### config.mk
export PLATFORM = sky130hd
export DESIGN_NAME = pdm_modulator
export DESIGN_NICKNAME = d
export VERILOG_FILES = /design/src/rtl/pdm_modulator.sv
export SDC_FILE = /design/constraint.sdc
export NUM_CORES = 1
export LEC_CHECK = 0
export CORE_UTILIZATION = 42
export DETAILED_ROUTE_END_ITERATION = 8
export PLACE_DENSITY = 0.6
export SETUP_SLACK_MARGIN = 0.02
export SLEW_MARGIN = 20
export SYNTH_ARGS = -nofsm -noshare
export SYNTH_HDL_FRONTEND = slang
export SYNTH_SLANG_ARGS = --single-unit
export TNS_END_PERCENT = 100
### constraint.sdc
create_clock -name clk -period 4.75 [get_ports clk]
set_input_delay 0.7125 -clock clk [delete_from_list [all_inputs] [get_ports clk]]
set_output_delay 0.7125 -clock clk [all_outputs]
set_load 0.02 [all_outputs]
### src/rtl/pdm_modulator.sv
// First-order sigma-delta PDM modulator: PCM samples in over valid/ready, OSR PDM bits out per sample.
// Optional saturating underrun counter port enabled by defining PDM_UNDERRUN_CNT_EN.
module pdm_modulator #(
  parameter int DATA_W  = 7,
  parameter int CLK_DIV = 50,
  parameter int OSR     = 127
) (
  input  logic              clk,
  input  logic              rst,
  input  logic              en,
  input  logic [DATA_W-1:0] s_data,
  input  logic              s_valid,
  output logic              s_ready,
  output logic              pdm_clk,
  output logic              pdm_data,
  output logic              underrun
`ifdef PDM_UNDERRUN_CNT_EN
  ,
  output logic [15:0]       underrun_cnt
`endif
);

  localparam int DIV_W = $clog2(CLK_DIV);
  localparam int BIT_W = (OSR > 1) ? $clog2(OSR) : 1;

  localparam logic [DATA_W:0]  MAX      = {1'b0, {DATA_W{1'b1}}};
  localparam logic [DIV_W-1:0] DIV_LAST = DIV_W'(CLK_DIV - 1);
  localparam logic [DIV_W-1:0] DIV_HALF = DIV_W'(CLK_DIV / 2);
  localparam logic [BIT_W-1:0] BIT_LAST = BIT_W'(OSR - 1);

  logic [DIV_W-1:0]  div_cnt;
  logic [BIT_W-1:0]  bit_cnt;
  logic [DATA_W:0]   err;
  logic [DATA_W-1:0] cur;
  logic [DATA_W-1:0] hold_buf;
  logic              buf_full;

  logic              tick;
  logic              boundary;
  logic              load;
  logic              accept;
  logic              miss;
  logic              bit_one;
  logic [DATA_W-1:0] d_sel;
  logic [DIV_W-1:0]  div_nxt;
  logic [DATA_W:0]   err_nxt;

  assign s_ready = !buf_full;

  // NOTE: every signal written here gets a default first, so no path can leave one
  // unassigned and infer a latch.
  always_comb begin
    tick     = 1'b0;
    boundary = 1'b0;
    load     = 1'b0;
    miss     = 1'b0;
    accept   = s_valid && !buf_full;
    d_sel    = cur;
    div_nxt  = div_cnt + 1'b1;
    bit_one  = 1'b0;
    err_nxt  = err;

    if (en && (div_cnt == DIV_LAST)) begin
      tick    = 1'b1;
      div_nxt = '0;
    end
    if (tick && (bit_cnt == '0)) begin
      boundary = 1'b1;
      load     = buf_full;
      miss     = !buf_full;
    end
    // The boundary step modulates the sample being loaded this cycle, not the old one.
    if (load) begin
      d_sel = hold_buf;
    end

    // err stays within [0, MAX]: either branch keeps it non-negative and bounded.
    if ({1'b0, d_sel} >= err) begin
      bit_one = 1'b1;
      err_nxt = err + MAX - {1'b0, d_sel};
    end else begin
      err_nxt = err - {1'b0, d_sel};
    end
  end

  // NOTE: state registers use non-blocking assignments so every flop samples the
  // pre-edge values regardless of statement order.
  always_ff @(posedge clk or posedge rst) begin
    if (rst) begin
      div_cnt  <= '0;
      bit_cnt  <= '0;
      err      <= '0;
      cur      <= '0;
      hold_buf <= '0;
      buf_full <= 1'b0;
      pdm_clk  <= 1'b0;
      pdm_data <= 1'b0;
      underrun <= 1'b0;
    end else begin
      // The holding buffer and handshake keep working while the modulator is disabled.
      if (accept) begin
        hold_buf <= s_data;
        buf_full <= 1'b1;
      end else if (load) begin
        buf_full <= 1'b0;
      end
      if (load) begin
        cur <= hold_buf;
      end
      underrun <= miss;

      if (!en) begin
        div_cnt  <= '0;
        bit_cnt  <= '0;
        err      <= '0;
        pdm_clk  <= 1'b0;
        pdm_data <= 1'b0;
      end else begin
        div_cnt <= div_nxt;
        pdm_clk <= (div_nxt < DIV_HALF);
        if (tick) begin
          bit_cnt  <= (bit_cnt == BIT_LAST) ? '0 : bit_cnt + 1'b1;
          pdm_data <= bit_one;
          err      <= err_nxt;
        end
      end
    end
  end

`ifdef PDM_UNDERRUN_CNT_EN
  always_ff @(posedge clk or posedge rst) begin
    if (rst) begin
      underrun_cnt <= '0;
    end else if (miss && (underrun_cnt != 16'hFFFF)) begin
      underrun_cnt <= underrun_cnt + 16'd1;
    end
  end
`endif

endmodule
==> run_results.csv <==
group,metric,value,unit
routing,routed_wl,4857,um
clock_tree,ctsResizeCount,0,
place,place_hpwl,3603,um
run_status,status,"finished clean",
timing,finalHoldViolCount,0,
clock_tree,htree_num_levels,2,
routing,vias_per_cell,5.185,
power,p_comb_frac,0.056,
flow_run,drv_cap,0,
timing,rsz0062_at_grt,"no",
clock_tree,cts_buffers,5,
routing,antenna_left,0,
finish,area_growth,13.33,%
logic_synthesis,syn_area,0.002459,mm2
timing,maxSlewHeadroom,0.3905,
logic_synthesis,synth_nets,277,
clock_tree,post_cts_buffers,0,
global_routing,grt_max_degree,40,
timing,period_minus_slack,4.026,ns
clock_tree,path_clk_slew,0.09,ns
die,coreArea,0.005574,mm2
die,die_width,78.51,um
logic_synthesis,synth-async-reset-ratio,1.000,
power,power.leakage,1.320,nW
timing,worstMarginPinSlew,0.9081,ns
clock_tree,cts_sinks,39,
timing,skew,0.008751,ns
logic_synthesis,yosysMostFrequentCell,"dfrtp_1",
routing,drtPass1Iterations,4,
logic_synthesis,syn_avg_cell_area,10.24,um2
clock_tree,cts_buffer_depth,2,
timing,timing.final.crit_share,0.8477,
hold_path,hp-class,"flop to flop",
logic_synthesis,synth_seq_area_share,0.3969,
routing,dr.first_iter.drc_count,104,
timing,finalSetupViolations,0,
finish,fin_util,0.4999,
global_routing,grt_pass1_wl,8473,um
power,intPower,519.9,uW
logic_synthesis,synth-seq-cells,39,
logic_synthesis,synth_enable_flop_cells,0,
power,clkPwrFrac,0.429,
hold_path,whs_path_depth,2,
logic_synthesis,synth.top_cells.by_count,"dfrtp_1 (39), nand2_1 (25), inv_1 (23), ha_1 (20)",
clock_tree,cts_hold_buf,0,
place,port-buffer-count,14,
critical_path,worstPathMaxFanout,9,
timing,slew_viol_final,0,
power,seq_power_share,0.515,
critical_path,crit_arrival,4.22,ns
logic_synthesis,synthTopCellsByArea,"dfrtp_1 (40%), ha_1 (10%), fa_1 (4.9%)",
global_routing,grt_usage,0.1833,
logic_synthesis,ys_types,44,
logic_synthesis,synth_cells,240,
die,num_rows,27,
clock_tree,root_buffer,"clkbuf_8",
finish,drive_gt1_frac,0.08915,
power,pwr_density_cell,242.3,mW/mm2
critical_path,crit_type,"input port to flop",
logic_synthesis,synth_warnings,0,
routing,post-route-drc-count,0,
die,start_util,0.4411,
clock_tree,clkLatencyLatePin,0.30,ns
timing,finalSetupTns,0,ns
global_routing,antenna_found_initial,0,
clock_tree,cts_tree,"yes",
logic_synthesis,yosysTopAreaCell,"dfrtp_1",
critical_path,critical_path_required,4.94,ns
power,ir_drop,0.1106,mV
critical_path,cp-end-kind,"flop",
routing,wire_per_inst,14.72,um
place,gp_congestion,0.8335,
timing,whs,0.4982,ns
die,die_h,78.51,um
routing,dr_total_vias,1711,
logic_synthesis,ys.flop_type,"dfrtp_1",
global_routing,grt_overflow_total,0,
die,fp.dieArea,0.006164,mm2
die,ioPinCount,15,
finish,finalNetCount,294,
global_routing,grt_pass1_vias,1688,
critical_path,ff2ff_path_depth,14,
finish,antenna_cells,0,
logic_synthesis,synth_top_area_share,0.3969,
timing,max_freq,0.2484,GHz
power,p_switching,155.3,uW
critical_path,critPathLaunchType,"input port",
power,power.share.switching,0.2300,
-- sequential cells by signal, summed over array words and instances (netlist names) --
signal and cells:
hold_buf 7, underrun 1, buf_full 1, bit_cnt 7
pdm_clk 1, pdm_data 1, err 8, div_cnt 6
cur 7
-- power by group through the flow --
stage / logic (mW) / registers, mW / clock network [mW]
after floorplan: 0.0230 / 0.353 / 0
after global placement: 0.0383 / 0.355 / 0
after detailed placement: 0.0387 / 0.355 / 0
after CTS: 0.0389 / 0.348 / 0.300
after global routing: 0.0432 / 0.349 / 0.314
final: 0.0377 / 0.348 / 0.290
-- layer usage --
metal / up-vias / share of wire / global-route usage
li1: 860 / - / -
met1: 830 / 0.49 / 0.2507
met2: 15 / 0.46 / 0.2757
met3: 6 / 0.035 / 0.04302
met4: 0 / 0.018 / 0.07778
met5: - / 0 / 0
-- worst paths after layout --
| kind | slack [ns] | end | startpoint |
|---|---|---|---|
| setup / recovery | 0.72 | err[5] | en |
| hold / removal | 0.50 | pdm_data | pdm_data |
| setup reg to reg | 0.92 | err[5] | bit_cnt[0] |
| hold reg to reg | 0.50 | pdm_data | pdm_data |
| max in group asynchronous | 3.58 | err[4] | rst |
| min in group asynchronous | 0.83 | cur[0] | rst |
-- cell families after synthesis --
| kind of cell | synth area share |
|---|---|
| mux | 0.06718 |
| buf+inv | 0.04580 |
| simple gates | 0.1405 |
| fa+ha+maj | 0.1506 |
| flops | 0.3969 |
| xor+xnor | 0.07125 |
| compound gates | 0.1277 |
-- worst max-delay path, stage by stage --
cell	delay (ns)
clkdlybuf4s50_1	0.51
and2_1	0.21
nand4_4	0.27
mux2_2	0.37
ha_1	0.17
inv_1	0.08
fa_1	0.20
a21o_1	0.12
a21oi_1	0.11
a311oi_1	0.79
nand2b_1	0.32
nor2_1	0.08
a221o_1	0.26
-- placed cells by master, fill, tap and decap left out, types with 2 or more instances in the layout --
cell type        count
dfrtp_1             39
nand2_1             25
inv_1               23
ha_1                20
o21ai_0             14
nor2_1              14
clkdlybuf4s50_1     14
xnor2_1             13
mux2_2               8
xor2_1               7
mux2i_1              6
fa_1                 6
and2_1               5
a21oi_1              5
clkbuf_8             5
nand3_1              4
nand2b_1             3
a22oi_1              3
o221ai_1             3
and3_1               3
and4bb_2             2
nand4_1              2
o21a_1               2
nor2b_1              2
a31oi_1              2
a21o_1               2
o31ai_1              2
a22o_1               2
o22ai_1              2
a221o_1              2
-- through the flow --
stage / power, mW / setup WS [ns] / cell area, um2 / instances
3_5_place_dp: 0.3932 / 0.4416 / 2670 / 322
3_3_place_gp: 0.3929 / 0.5871 / 2670 / 322
6_report: 0.6752 / 0.7235 / 2786 / 330
5_1_grt: 0.7063 / 0.4602 / 2786 / 330
2_1_floorplan: 0.3760 / 1.387 / 2459 / 240
4_1_cts: 0.6868 / 0.7617 / 2786 / 330
-- area by class of cell --
class                      count  area (um2)
fill                         530        2788
multi-input combinational    173        1370
timing repair buffer          15       147.6
clock inverter                 3       47.55
sequential                    39       975.9
clock buffer                   5       68.82
inverter                      23       86.33
tap                           72       90.09
Power figures use the tool's default switching activity.
